==> src/rtl/soc_pad_pkg.sv <==
// Shared register-map constants for the pad input sampler.
package soc_pad_pkg;

  localparam logic [1:0] REG_VALUE   = 2'd0;
  localparam logic [1:0] REG_RISE_EN = 2'd1;
  localparam logic [1:0] REG_FALL_EN = 2'd2;
  localparam logic [1:0] REG_PENDING = 2'd3;

endpackage

==> src/rtl/soc_pad_debounce.sv <==
// One pad: 2-FF synchroniser, debounce counter, stable level and one-cycle rise/fall pulses.
// Stable follows the pad 2+DEBOUNCE_CYCLES edges after a change (3 edges in bypass); no backpressure.
module soc_pad_debounce #(
  parameter int DEBOUNCE_CYCLES = 16
) (
  input  logic clk,
  input  logic reset,
  input  logic pad,
  output logic level,
  output logic rise,
  output logic fall
);

  logic meta_q;
  logic sync_q;
  logic stable_q;
  logic accept;

  always_ff @(posedge clk or posedge reset) begin
    if (reset) begin
      meta_q <= 1'b0;
      sync_q <= 1'b0;
    end else begin
      meta_q <= pad;
      sync_q <= meta_q;
    end
  end

  if (DEBOUNCE_CYCLES == 0) begin : g_bypass
    assign accept = (sync_q != stable_q);
  end else begin : g_cnt
    localparam int CW = $clog2(DEBOUNCE_CYCLES) + 1;
    localparam logic [CW-1:0] LAST = CW'(DEBOUNCE_CYCLES - 1);
    logic [CW-1:0] cnt;

    // Any return to the stable level restarts the count from zero.
    always_ff @(posedge clk or posedge reset) begin
      if (reset) begin
        cnt <= '0;
      end else if ((sync_q == stable_q) || (cnt == LAST)) begin
        cnt <= '0;
      end else begin
        cnt <= cnt + CW'(1);
      end
    end

    assign accept = (sync_q != stable_q) && (cnt == LAST);
  end

  always_ff @(posedge clk or posedge reset) begin
    if (reset) begin
      stable_q <= 1'b0;
    end else if (accept) begin
      stable_q <= sync_q;
    end
  end

  assign level = stable_q;
  assign rise  = accept & sync_q;
  assign fall  = accept & ~sync_q;

endmodule

==> src/rtl/soc_pad_input_sampler.sv <==
// Pad-ring read side: debounced pad levels, edge-enable registers, sticky W1C pending flags and level irq.
// Bus ack and read data one cycle after bus_sel, back-to-back accesses accepted; no backpressure.
module soc_pad_input_sampler
  import soc_pad_pkg::*;
#(
  parameter int NB_PADS         = 8,
  parameter int DEBOUNCE_CYCLES = 16
) (
  input  logic               clk,
  input  logic               reset,
  input  logic [NB_PADS-1:0] pad_in,
  input  logic               bus_sel,
  input  logic               bus_we,
  input  logic [1:0]         bus_addr,
  input  logic [31:0]        bus_wdata,
  output logic [31:0]        bus_rdata,
  output logic               bus_ack,
  output logic               irq
);

  logic [NB_PADS-1:0] stable;
  logic [NB_PADS-1:0] rise;
  logic [NB_PADS-1:0] fall;
  logic [NB_PADS-1:0] rise_en;
  logic [NB_PADS-1:0] fall_en;
  logic [NB_PADS-1:0] pending;
  logic [NB_PADS-1:0] pending_nxt;
  logic [NB_PADS-1:0] wdata;
  logic [NB_PADS-1:0] w1c;
  logic [31:0]        rd_mux;
  logic               wr;
  logic               rd;
  logic               wdata_unused;

  for (genvar i = 0; i < NB_PADS; i++) begin : g_pad
    soc_pad_debounce #(
      .DEBOUNCE_CYCLES(DEBOUNCE_CYCLES)
    ) u_debounce (
      .clk  (clk),
      .reset(reset),
      .pad  (pad_in[i]),
      .level(stable[i]),
      .rise (rise[i]),
      .fall (fall[i])
    );
  end

  assign wr           = bus_sel & bus_we;
  assign rd           = bus_sel & ~bus_we;
  assign wdata        = bus_wdata[NB_PADS-1:0];
  assign wdata_unused = ^bus_wdata;
  assign w1c          = (wr && (bus_addr == REG_PENDING)) ? wdata : '0;

  // New events are ORed in after the clear so a same-cycle set beats W1C.
  assign pending_nxt = (pending & ~w1c) | (rise & rise_en) | (fall & fall_en);

  always_comb begin
    rd_mux = '0;
    case (bus_addr)
      REG_VALUE:   rd_mux[NB_PADS-1:0] = stable;
      REG_RISE_EN: rd_mux[NB_PADS-1:0] = rise_en;
      REG_FALL_EN: rd_mux[NB_PADS-1:0] = fall_en;
      REG_PENDING: rd_mux[NB_PADS-1:0] = pending;
      default:     rd_mux = '0;
    endcase
  end

  always_ff @(posedge clk or posedge reset) begin
    if (reset) begin
      rise_en   <= '0;
      fall_en   <= '0;
      pending   <= '0;
      bus_rdata <= '0;
      bus_ack   <= 1'b0;
    end else begin
      bus_ack <= bus_sel;
      pending <= pending_nxt;
      if (wr && (bus_addr == REG_RISE_EN)) begin
        rise_en <= wdata;
      end
      if (wr && (bus_addr == REG_FALL_EN)) begin
        fall_en <= wdata;
      end
      if (rd) begin
        bus_rdata <= rd_mux;
      end
    end
  end

  assign irq = |pending;

endmodule
==> config.mk <==
export PLATFORM = sky130hd
export DESIGN_NAME = soc_pad_input_sampler
export DESIGN_NICKNAME = d
export VERILOG_FILES = /design/src/rtl/soc_pad_pkg.sv /design/src/rtl/soc_pad_debounce.sv /design/src/rtl/soc_pad_input_sampler.sv
export SDC_FILE = /design/constraint.sdc
export NUM_CORES = 1
export LEC_CHECK = 0
export BUFFER_PORTS_ARGS = -buffer_cell sky130_fd_sc_hd__buf_2
export CAP_MARGIN = 25
export CORE_MARGIN = 2
export CORE_UTILIZATION = 50
export DETAILED_ROUTE_END_ITERATION = 10
export PLACE_DENSITY = 0.7
export SLEW_MARGIN = 20
export SYNTH_ARGS = -nofsm -noshare
export SYNTH_HDL_FRONTEND = slang
export SYNTH_SLANG_ARGS = --single-unit
==> constraint.sdc <==
create_clock -name clk -period 7.77 [get_ports clk]
set_input_delay 0.777 -clock clk [delete_from_list [all_inputs] [get_ports clk]]
set_output_delay 0.777 -clock clk [all_outputs]
set_load 0.05 [all_outputs]
==> flow_summary.rst, run 1 <==
.. list-table::
   :header-rows: 1

   * - Metric
     - Value
   * - Critical path capture point type
     - primary output
   * - Max-slew violation count
     - 0
   * - Clock net sink count
     - between 90 and 100
   * - Via total after detailed routing
     - ~2400
   * - Cell at the root of the clock tree
     - clkbuf_8
   * - Slowest stage delay, CP
     - approximately 0.43 ns
   * - Netlist area before placement
     - between 0.004 and 0.005 mm^2
   * - Net Sw Frac
     - approximately 27%
   * - Warnings from Yosys
     - 0
   * - Clock tree from TritonCTS
     - done
   * - Sequential cell area
     - between 0.002 and 0.0025 mm^2
   * - Die width
     - 96.2 um
   * - Effective utilization at floorplan
     - ~52%
   * - Number of resized instances in the post-cts repair step
     - 0
   * - Final sum of negative setup slack
     - 0 ns
   * - Aggregate global-route resource usage
     - 16.5%
   * - Average via count per standard cell
     - 5.01
   * - Post-cts hold buffer count
     - 0
   * - Number of synthesized flops with an enable pin
     - 0
   * - Filler-free cell count of the finished design
     - about 480
   * - Input/output buffers
     - 31
   * - Placed instance count
     - around 470
   * - Worst hold-check path type
     - flip-flop to flip-flop
   * - FMAX
     - between 400 and 500 MHz
   * - Yosys cell types
     - 23
   * - Number of detailed-route iterations in the first pass
     - 4
   * - Proportion of netlist area held by the largest area contributor
     - between 50% and 60%
   * - Initial antenna violation count
     - 0
   * - Number of max-capacitance violations reported
     - 0
   * - Core footprint
     - a little over 0.008 mm^2
   * - Combined area of the multi-input logic cells
     - around 0.0016 mm^2
   * - DRC violations left
     - 0
   * - Detailed-route wire length
     - roughly 6500 um
   * - Ordered list of cells on the worst path
     - nor4_1 -> nand2_1 -> buf_2
   * - Dpl hpwl
     - around 4600 um
   * - Leakage power total
     - 2.32 nW
   * - Final hold violation count
     - 0
   * - #FFs+latches synth
     - a little under 100
   * - Final core occ
     - between 50% and 60%
   * - Sequential power share
     - between 50% and 60%
   * - Clk pin slew, worst setup/hold paths
     - about 0.10 ns
   * - Fraction of final layout cells with drive strength greater than 1
     - between 20 and 25%
   * - Combinational fraction of design power
     - approximately 14%
   * - Wire length of the first global-routing pass
     - 11400 um
   * - Vert. Die Dim
     - just under 100 um
   * - Power density relative to cell area
     - about 240 mW/mm^2
   * - Count of buffers added by post-CTS timing repair for setup
     - 0
   * - ANT nets after route
     - 0
   * - Weighted congestion reported at the end of routability-driven placement
     - approximately 0.7
   * - Instance count of the mapped netlist
     - 334
   * - Via count of the first global-routing pass
     - about 2400
   * - Synth top area cells
     - dfrtp_1 (57%), mux2_2 (8.5%), ha_1 (4.7%)
   * - Number of clock buffers inserted by TritonCTS
     - 9
   * - Growth of design area from synthesis to finish
     - 9.63%
   * - H-tree depth
     - 3
   * - Kind of critical path
     - flip-flop to primary output
   * - Mapped Avg Cell Area
     - roughly 13 um^2
   * - Commonest register cell after synthesis
     - dfrtp_1
   * - Routed length per instance
     - about 14 um
   * - Final layout net count
     - 434
   * - Portion of the post-synthesis area used by sequential elements
     - 57.1%
   * - Placement row count
     - 33
   * - CP startpoint kind
     - flip-flop
   * - Cell internal pwr
     - approximately 0.8 mW
   * - Clock latency on the worst-skew pair
     - 0.36 ns
   * - Arrival time at the worst endpoint
     - roughly 1.4 ns
   * - Worst path slowest cell
     - dfrtp_1
   * - NetSw
     - 0.304 mW
   * - Crit share post-route
     - between 20 and 30%
   * - WP data required
     - 6.99 ns
   * - Layout Skew
     - approximately 0.0076 ns
   * - Worst VDD drop
     - ~140 uV
   * - Final Setup Violations
     - 0
   * - Top Ports
     - 80
   * - Max Fanout on Critical Path
     - 3
   * - Maximum clock insertion buffer count
     - 2
   * - Worst slew slack as a fraction of its limit
     - approximately 57%
   * - Run status
     - finished, final reports clean
   * - Unrepaired setup endpoints after global routing
     - false
   * - Clock Power Share
     - 34.6%
   * - Violation count after the first detailed-route iteration
     - roughly 120
   * - WHS
     - ~0.35 ns
   * - Number of antenna cells inserted
     - 0
   * - Slew of the pin with the lowest slew margin
     - ~0.64 ns
   * - Cell taking the most area after synthesis
     - dfrtp_1
   * - Pin count of the biggest net entering global routing
     - 55
   * - Fin crit period
     - between 2 and 2.5 ns
   * - Number of inserted filler cells in the final layout
     - between 700 and 800
   * - Total grt overflow
     - 0
   * - Total die area
     - between 0.009 and 0.01 mm^2
   * - Fraction of synthesis flops using an asynchronous set or reset pin
     - 100%
## power groups by stage
stage | Clock [mW] | Sequential (mW) | Combinational (mW)
2_1_floorplan | 0 | 0.610 | 0.107
3_3_place_gp | 0 | 0.582 | 0.155
3_5_place_dp | 0 | 0.585 | 0.159
4_1_cts | 0.397 | 0.575 | 0.160
5_1_grt | 0.421 | 0.581 | 0.173
6_report | 0.388 | 0.575 | 0.157
## stage by stage
step	cell area [um^2]	setup slack (ns)	total power [mW]
final	4660	5.58	1.12
after global routing	4660	5.51	1.17
after CTS	4660	5.58	1.13
after detailed placement	4420	5.74	0.744
after global placement	4420	5.74	0.738
after floorplan	4340	4.46	0.717
## cells in the mapped netlist, types with 2 or more instances
library cell / number
inv_1: 17
buf_4: 25
xor2_1: 16
nand2_1: 17
buf_6: 2
a22o_1: 8
mux2_2: 32
o21ai_0: 6
nand2b_1: 8
and3_1: 8
dfrtp_1: 97
nor2_1: 40
ha_1: 16
nand3b_1: 10
nor4_1: 2
mux4_2: 8
xnor2_1: 8
nand4b_2: 2
nand3_1: 8
## cell type report
cell class	instances	share of cell area, %
Sequential cell	97	52.1
Clock buffer	9	2.66
Multi-Input combinational cell	215	35.0
Clock inverter	7	2.52
Inverter	17	1.42
Timing Repair Buffer	32	3.49
Tap cell	105	2.82
## metal layers
metal / GRT usage (%) / part of all wire (%) / vias to the layer above
met5: 0 / 0 / -
met2: 26.0 / 47 / 55
met4: 5.36 / 1.5 / 0
met3: 4.93 / 5.4 / 9
met1: 22.0 / 46 / 1192
li1: - / - / 1158
## registers in the layout, summed over array words and instances (netlist names)
signal                      flops
bus_ack                         1
fall_en                         8
g_pad.u_debounce.sync_q         8
pending                         8
g_pad.u_debounce.meta_q         8
rise_en                         8
g_pad.u_debounce.level          8
bus_rdata                       8
g_pad.u_debounce.g_cnt.cnt     40
## logic make-up (layout without fill, tap and decap cells)
family          count (synthesis)  count (layout)  share of synthesized area [%]
fa+ha+maj                      16              16                           4.71
buf+inv                        45              65                           6.56
simple gates                   97              97                           11.5
compound gates                 14              14                           2.36
xor+xnor                       24              24                           4.95
flops                          97              97                           57.1
mux                            40              40                           12.7
other cells                     1              24                         0.0882
## cell usage in the layout, fill, tap and decap left out, types with 3 or more instances in the layout
cell type and instances:
nand3_1 8, xor2_1 16, o21ai_0 6, xnor2_1 8, inv_1 16, buf_2 31, mux2_2 32, clkbuf_8 9
nand2b_1 8, nand2_1 17, nor2_1 40, mux4_2 8, nand3b_1 10, ha_1 16, dfrtp_1 97, and3_1 8
bufinv_16 3, conb_1 24, a22o_1 8
## worst paths after layout
check	slack, ns	endpoint	cells past startpoint	startpoint
setup reg to reg	6.32	g_pad[6].u_debounce.g_cnt.cnt[0]	5	g_pad[6].u_debounce.g_cnt.cnt[0]
setup / recovery	5.58	irq	3	pending[2]
hold reg to reg	0.35	g_pad[7].u_debounce.sync_q	0	g_pad[7].u_debounce.meta_q
max in group asynchronous	6.28	g_pad[0].u_debounce.g_cnt.cnt[1]	3	reset
hold / removal	0.35	g_pad[7].u_debounce.sync_q	0	g_pad[7].u_debounce.meta_q
min in group asynchronous	0.45	bus_rdata[6]	2	reset
## worst max-delay path: cells and delay by family, from the launching register on
kind | cells | cell delay (ns)
flops | 1 | 0.43
simple gates | 2 | 0.39
buf+inv | 1 | 0.23
No activity file was read; power rests on OpenSTA's default activity.
==> run 2, diff against run 1 <==
Settings changed: ABC_AREA set to 1, PLACE_DENSITY 0.7 to 0.73.
Clock period 7.77 ns to 1.8 ns, I/O delays scaled along.
==> run 2 against run 1 <==
Effect of this change:
- die area up 2.7%
- final cell count up 33%
- sequential share of layout area down 3.0 points
- largest cell class unchanged
- largest power group unchanged
==> flow_summary.rst, run 2 <==
.. list-table::
   :header-rows: 1

   * - Metric
     - Value
   * - Routed length per instance
     - 12.0 um (-12%)
   * - Maximum clock insertion buffer count
     - 2 (unchanged)
   * - Cell at the root of the clock tree
     - clkbuf_8
   * - Wire length of the first global-routing pass
     - 13500 um (+18%)
   * - FMAX
     - ~650 MHz
   * - Number of clock buffers inserted by TritonCTS
     - 9 (unchanged)
   * - #FFs+latches synth
     - 97 (unchanged)
   * - Power density relative to cell area
     - 961 mW/mm^2 (+300%)
   * - Fin crit period
     - 1.54 ns
   * - Crit share post-route
     - a little under nine tenths
   * - Number of max-capacitance violations reported
     - 0 (unchanged)
   * - WP data required
     - 2.06 ns (-4.93 ns)
   * - Worst path slowest cell
     - dfrtp_1
   * - Aggregate global-route resource usage
     - 17.3% (+0.82 points)
   * - Input/output buffers
     - 31 (unchanged)
   * - Core footprint
     - 0.00859 mm^2 (+4.6%)
   * - Layout Skew
     - 0.00937 ns (+0.00174 ns)
   * - Yosys cell types
     - 23 (unchanged)
   * - Beginning of the worst register-to-register path
     - g_pad[5].u_debounce.g_cnt.cnt[0]
   * - Vert. Die Dim
     - 97.5 um (+1.3%)
   * - Number of antenna cells inserted
     - 0 (unchanged)
   * - Fraction of synthesis flops using an asynchronous set or reset pin
     - 100% (unchanged)
   * - Number of synthesized flops with an enable pin
     - 0 (unchanged)
   * - Leading cell type in the layout, fill and taps excluded
     - nand2_1
   * - End point of the worst hold path
     - fall_en[6]
   * - Worst VDD drop
     - 479 uV (+250%)
   * - Number of detailed-route iterations in the first pass
     - 4 (unchanged)
   * - Instance area at placement
     - 0.00462 mm^2 (+4.6%)
   * - Top Ports
     - 80 (unchanged)
   * - Final core occ
     - 57.5% (+0.78 points)
   * - Max FFs per register
     - 40 (unchanged)
   * - H-tree depth
     - 3 (unchanged)
   * - Fraction of final layout cells with drive strength greater than 1
     - 11.2% (-13 points)
   * - Max Fanout on Critical Path
     - 5 (+2)
   * - Logic depth of the worst register-to-register path
     - 7 (+2)
   * - Final layout net count
     - 593 (+37%)
   * - Combined area of the multi-input logic cells
     - 0.00158 mm^2 (-3.2%)
   * - Sequential cell area
     - 0.00243 mm^2 (unchanged)
   * - Critical path capture point type
     - flip-flop
   * - Endpoint of the worst-slack reg-to-reg timing path
     - g_pad[5].u_debounce.g_cnt.cnt[2]
   * - Number of inserted filler cells in the final layout
     - 764 (+8.5%)
   * - Growth of design area from synthesis to finish
     - 13.0%
   * - Via count of the first global-routing pass
     - 3124 (+29%)
   * - Clk pin slew, worst setup/hold paths
     - 0.10 ns (about the same)
   * - Kind of critical path
     - flip-flop to flip-flop
   * - Final total power
     - 4.75 mW (+320%)
   * - Clock latency on the worst-skew pair
     - 0.35 ns (about the same)
   * - Final Setup Violations
     - 0 (unchanged)
   * - Clock tree from TritonCTS
     - done
   * - Weighted congestion reported at the end of routability-driven placement
     - 0.784 (+10%)
   * - Reg-to-reg slack, setup
     - 0.26 ns (-6.06 ns)
   * - Register bank with the most flops
     - g_pad.u_debounce.g_cnt.cnt
   * - Design area
     - 0.00494 mm^2 (+6.0%)
   * - Commonest register cell after synthesis
     - dfrtp_1
   * - Total grt overflow
     - 0 (unchanged)
   * - Worst hold-check path type
     - primary input to flip-flop
   * - Via total after detailed routing
     - 3165 (+31%)
   * - Clock net sink count
     - 97 (unchanged)
   * - Violation count after the first detailed-route iteration
     - 182 (+57%)
   * - Worst slew slack as a fraction of its limit
     - 58.6% (+1.4 points)
   * - Warnings from Yosys
     - 0 (unchanged)
   * - WP buf/inv
     - 1 (unchanged)
   * - Run status
     - finished, final reports clean
   * - Mapped Avg Cell Area
     - 9.12 um^2 (-28%)
   * - Slew of the pin with the lowest slew margin
     - 0.620 ns (-0.0220 ns)
   * - Worst Min Path Start
     - bus_wdata[6]
   * - Proportion of netlist area held by the largest area contributor
     - 55.5% (-1.6 points)
   * - Top Family by Delay on Critical Path
     - simple AND/OR/NAND/NOR gates
   * - Total die area
     - 0.00950 mm^2 (+2.7%)
   * - Count of buffers added by post-CTS timing repair for setup
     - 0 (unchanged)
   * - Placement row count
     - 34 (+3.0%)
   * - Commonest non-fill, non-tap cells in the layout
     - nand2_1 (99), dfrtp_1 (97), inv_1 (60), nor2_1 (53)
   * - Worst hold path stage count
     - 3 (+3)
   * - Ordered list of cells on the worst path
     - ha_1 -> nand2_1 -> nor2_1 -> ha_1 -> inv_1 -> nand3_1 -> nor3b_1
   * - Initial antenna violation count
     - 0 (unchanged)
   * - CP startpoint kind
     - flip-flop
   * - Startpoint of the most critical setup path
     - g_pad[5].u_debounce.g_cnt.cnt[0]
   * - Most common cell type on the critical path
     - ha_1
   * - Effective utilization at floorplan
     - 50.9% (-0.87 points)
   * - Final hold violation count
     - 0 (unchanged)
   * - Arrival time at the worst endpoint
     - 1.80 ns (+0.39 ns)
   * - Max-slew violation count
     - 0 (unchanged)
   * - Cell taking the most area after synthesis
     - dfrtp_1
   * - Pin count of the biggest net entering global routing
     - 27 (-51%)
   * - Netlist area before placement
     - 0.00437 mm^2 (+2.8%)
   * - Detailed-route wire length
     - 7720 um (+18%)
   * - Average via count per standard cell
     - 4.92 (-1.7%)
   * - Instance count of the mapped netlist
     - 479 (+43%)
   * - Die width
     - 97.5 um (+1.3%)
   * - Leakage power total
     - 2.45 nW (+5.7%)
   * - Unrepaired setup endpoints after global routing
     - false
   * - DRC violations left
     - 0 (unchanged)
   * - ANT nets after route
     - 0 (unchanged)
   * - Ranking of synthesized cells by instance count
     - nand2_1 (99), dfrtp_1 (97), inv_1 (61)
   * - Synth top area cells
     - dfrtp_1 (56%), nand2_1 (8.5%), inv_1 (5.2%)
   * - Portion of the post-synthesis area used by sequential elements
     - 55.5% (-1.6 points)
   * - Most numerous cell in the Yosys netlist
     - nand2_1
   * - Slowest stage delay, CP
     - 0.40 ns (-0.03 ns)
   * - Final sum of negative setup slack
     - 0 ns (unchanged)
   * - Dpl hpwl
     - 5470 um (+19%)
-- run 2: changes by cell type after synthesis, sizes merged, moves of 10 or more --
cell / before / now
nand2: 17 / 101
inv: 17 / 64
mux2: 32 / 0
o21ai: 6 / 32
nand3: 8 / 33
nand4: 0 / 15
nor2: 40 / 53
nand3b: 10 / 0
-- run 2: power by group --
group	internal [mW]	total (mW)	switching, mW
Clock	0.811	1.53	0.722
Sequential	2.37	2.51	0.139
Combinational	0.201	0.706	0.505
-- run 2: worst max-delay path by stage --
| stage | cells after the start | endpoint | slack (ns) |
|---|---|---|---|
| 6_report | 7 | g_pad[5].u_debounce.g_cnt.cnt[2] | 0.26 |
| 5_1_grt | 7 | g_pad[7].u_debounce.g_cnt.cnt[2] | 0.07 |
| 2_1_floorplan | 7 | g_pad[5].u_debounce.g_cnt.cnt[2] | 0.46 |
| 3_5_place_dp | 7 | g_pad[7].u_debounce.g_cnt.cnt[2] | 0.25 |
| 4_1_cts | 7 | g_pad[3].u_debounce.g_cnt.cnt[2] | 0.24 |
| 3_3_place_gp | 7 | g_pad[4].u_debounce.g_cnt.cnt[2] | 0.36 |
-- run 2: routing by layer --
layer / routed length, um / vias up / track usage [%]
li1: - / 1578 / -
met1: 3530 / 1512 / 22.4
met2: 3760 / 68 / 29.2
met3: 346 / 7 / 4.03
met4: 85 / 0 / 5.45
met5: 0 / - / 0
-- run 2: repair_timing --
item / CTS / global route
resized for setup: 0 / 0
hold buffers: 10 / 0
setup endpoints to repair: 0 / 0
hold endpoints to repair: 19 / 0
-- run 2: final cells by class --
cell class                 count  share of cell area, %
clock buffer                  10                   2.79
clock inverter                 5                   1.62
inverter                      64                   4.94
multi-input combinational    312                   31.9
sequential                    97                   49.1
tap                          108                   2.74
timing repair buffer          47                   6.84
-- run 2: per-stage QoR --
stage / hold WS (ns) / setup WS [ns] / cells
final: 0.0993 / 0.261 / 643
after global placement: 0.186 / 0.355 / 618
after detailed placement: 0.191 / 0.254 / 618
after floorplan: 0.211 / 0.461 / 502
after CTS: 0.0967 / 0.239 / 643
after global routing: 0.124 / 0.0669 / 643
-- run 2: cell families after synthesis --
kind of cell    synth area share [%]
flops                           55.5
other cells                   0.0858
compound gates                  5.95
xor+xnor                        1.60
simple gates                    21.9
buf+inv                         10.3
fa+ha+maj                       4.58
-- run 2: worst min-delay path, cell delays in order --
cell and delay, ns:
buf_2 0.10, inv_1 0.07, o21ai_1 0.07
==> run 3, diff against run 2 <==
Settings changed: CORE_ASPECT_RATIO set to 0.6, HOLD_SLACK_MARGIN set to 0.08.
==> run 3 against run 2 <==
Effect of this change:
- first-iteration DRC count rose by 18%
- critical endpoint is now g_pad[3].u_debounce.g_cnt.cnt[2]
- sequential power barely moved
- critical path depth did not move
- die area rose by 0.27%
- via count fell by 2.0%
- sequential share of layout area fell by 0.24 points
- combinational power fell by 1%
==> flow_summary.rst, run 3 (synthesis gave the netlist of run 2 again) <==
.. list-table::
   :header-rows: 1

   * - Metric
     - Value
   * - Total die area
     - 0.00953 mm^2 (+0.27%)
   * - Cell at the root of the clock tree
     - clkbuf_16
   * - Violation count after the first detailed-route iteration
     - 214 (+18%)
   * - Fraction of final layout cells with drive strength greater than 1
     - 10.7% (-0.52 points)
   * - H-tree depth
     - 3 (unchanged)
   * - Number of clock buffers inserted by TritonCTS
     - 9 (unchanged)
   * - Number of antenna cells inserted
     - 0 (unchanged)
   * - Fin crit period
     - 1.53 ns (-0.0110 ns)
   * - DRC violations left
     - 0 (unchanged)
   * - Endpoint of the worst-slack reg-to-reg timing path
     - g_pad[3].u_debounce.g_cnt.cnt[2]
   * - Maximum clock insertion buffer count
     - 2 (unchanged)
   * - Ordered list of cells on the worst path
     - ha_1 -> nand2_1 -> nor2_1 -> ha_1 -> inv_1 -> nand3_1 -> nor3b_1
   * - Placed instance count
     - 619 (+0.16%)
   * - Filler-free cell count of the finished design
     - 645 (+0.31%)
   * - Worst setup path endpoint
     - g_pad[3].u_debounce.g_cnt.cnt[2]
   * - Register bank with the most flops
     - g_pad.u_debounce.g_cnt.cnt
   * - Critical Path Stages
     - 7 (unchanged)
   * - Final total power
     - 5.01 mW (+5.5%)
   * - WP data required
     - 2.05 ns (about the same)
   * - Power density relative to cell area
     - 1010 mW/mm^2 (+5.0%)
   * - Detailed-route wire length
     - 7740 um (+0.29%)
   * - Core footprint
     - 0.00849 mm^2 (-1.2%)
   * - Unrepaired setup endpoints after global routing
     - false
   * - Weighted congestion reported at the end of routability-driven placement
     - 0.810 (+3.4%)
   * - Vert. Die Dim
     - 76.4 um (-22%)
   * - Top Ports
     - 80 (unchanged)
   * - Worst slew slack as a fraction of its limit
     - 54.6% (-4.0 points)
   * - Reg-to-reg slack, setup
     - 0.27 ns (about the same)
   * - Max-slew violation count
     - 0 (unchanged)
   * - Placement row count
     - 26 (-24%)
   * - Input/output buffers
     - 31 (unchanged)
   * - WP buf/inv
     - 1 (unchanged)
   * - Clock latency on the worst-skew pair
     - 0.35 ns (about the same)
   * - Via total after detailed routing
     - 3102 (-2.0%)
   * - Clock tree from TritonCTS
     - done
   * - Crit share post-route
     - 84.9% (-0.61 points)
   * - Slowest stage delay, CP
     - 0.39 ns (about the same)
   * - Final Setup Violations
     - 0 (unchanged)
   * - Kind of critical path
     - flip-flop to flip-flop
   * - Final layout net count
     - 590 (-0.51%)
   * - Growth of design area from synthesis to finish
     - 13.6%
   * - Final hold violation count
     - 0 (unchanged)
   * - Leakage power total
     - 2.46 nW (+0.12%)
   * - Leading cell type in the layout, fill and taps excluded
     - nand2_1
   * - Die width
     - 125 um (+28%)
   * - Most common cell type on the critical path
     - ha_1
   * - Worst VDD drop
     - 669 uV (+40%)
   * - Number of detailed-route iterations in the first pass
     - 4 (unchanged)
   * - Worst path slowest cell
     - dfrtp_1
   * - Slew of the pin with the lowest slew margin
     - 0.680 ns (+0.0599 ns)
   * - Clk pin slew, worst setup/hold paths
     - 0.07 ns (-0.03 ns)
   * - Commonest non-fill, non-tap cells in the layout
     - nand2_1 (99), dfrtp_1 (97), inv_1 (60), nor2_1 (53)
   * - Total grt overflow
     - 0 (unchanged)
   * - Worst hold-check path type
     - primary input to flip-flop
   * - Critical path capture point type
     - flip-flop
   * - Effective utilization at floorplan
     - 51.5% (+0.61 points)
   * - Average via count per standard cell
     - 4.81 (-2.3%)
   * - Via count of the first global-routing pass
     - 2944 (-5.8%)
   * - FMAX
     - 654 MHz (+0.72%)
   * - CP startpoint kind
     - flip-flop
   * - Pin count of the biggest net entering global routing
     - 98 (+260%)
   * - Dpl hpwl
     - 5420 um (-0.83%)
   * - Wire length of the first global-routing pass
     - 13400 um (-0.20%)
   * - Aggregate global-route resource usage
     - 17.8% (+0.42 points)
   * - Max FFs per register
     - 40 (unchanged)
   * - Routed length per instance
     - 12.0 um (about the same)
   * - Arrival time at the worst endpoint
     - 1.78 ns (-0.02 ns)
   * - Top Family by Delay on Critical Path
     - simple AND/OR/NAND/NOR gates
   * - Number of max-capacitance violations reported
     - 0 (unchanged)
   * - Final sum of negative setup slack
     - 0 ns (unchanged)
   * - Beginning of the worst register-to-register path
     - g_pad[3].u_debounce.g_cnt.cnt[0]
   * - Startpoint of the most critical setup path
     - g_pad[3].u_debounce.g_cnt.cnt[0]
   * - Clock net sink count
     - 97 (unchanged)
   * - ANT nets after route
     - 0 (unchanged)
   * - Initial antenna violation count
     - 0 (unchanged)
   * - Max Fanout on Critical Path
     - 5 (unchanged)
   * - Run status
     - finished, final reports clean
   * - Logic depth of the worst register-to-register path
     - 7 (unchanged)
   * - Layout Skew
     - 0.00756 ns (-0.00182 ns)
run 3: cell count changes in the layout (fill, tap and decap cells not counted):
cell,change
clkinvlp_4,+1
buf_4,-1
clkbuf_8,-8
bufinv_16,-2
buf_12,-2
clkbuf_1,+1
clkbuf_16,+9
run 3: per-layer routing:
layer | vias to the layer above | global-route usage [%] | part of all wire (%)
met1 | 1457 | 24.5 | 49
met5 | - | 0 | 0
met2 | 64 | 26.5 | 44
met3 | 11 | 5.97 | 5.7
li1 | 1570 | - | -
met4 | 0 | 6.18 | 1.5
run 3: worst register-to-register path, stage by stage (launching register included):
cell and delay [ns]:
dfrtp_1 0.39, ha_1 0.22, nand2_1 0.09, nor2_1 0.05
ha_1 0.22, inv_1 0.07, nand3_1 0.18, nor3b_1 0.23
run 3: power by group:
part	switching (mW)	total, mW	internal [mW]
Clock	0.788	1.80	1.01
Combinational	0.505	0.698	0.192
Sequential	0.141	2.51	2.37
Total	1.43	5.01	3.57
run 3: how the worst min path moves through the flow:
stage,slack (ns),start,cells after the start,end
6_report,0.12,bus_wdata[1],3,fall_en[1]
5_1_grt,0.12,bus_wdata[5],3,fall_en[5]
4_1_cts,0.11,bus_wdata[1],3,fall_en[1]
3_5_place_dp,0.29,pad_in[3],1,g_pad[3].u_debounce.meta_q
3_3_place_gp,0.29,pad_in[3],1,g_pad[3].u_debounce.meta_q
2_1_floorplan,0.21,bus_sel,0,bus_ack
run 3: timing repair:
item,CTS,global route
resized for setup,0,0
hold buffers,10,0
setup buffers,0,0
hold endpoints to repair,106,0
run 3: final cells by class:
class	count	area, um^2
timing repair buffer	44	290
inverter	64	244
sequential	97	2430
fill	756	3530
tap	112	140
multi-input combinational	312	1580
clock inverter	4	27.5
clock buffer	12	256
run 3: per-stage QoR:
stage | setup slack (ns) | hold WS, ns | util (%) | area, um^2
floorplan | 0.461 | 0.211 | - | 4460
global placement | 0.359 | 0.290 | 53.9 | 4580
detailed placement | 0.267 | 0.289 | 53.9 | 4580
CTS | 0.258 | 0.110 | 58.5 | 4960
global route | 0.109 | 0.117 | 58.5 | 4960
finish | 0.272 | 0.119 | 58.5 | 4960
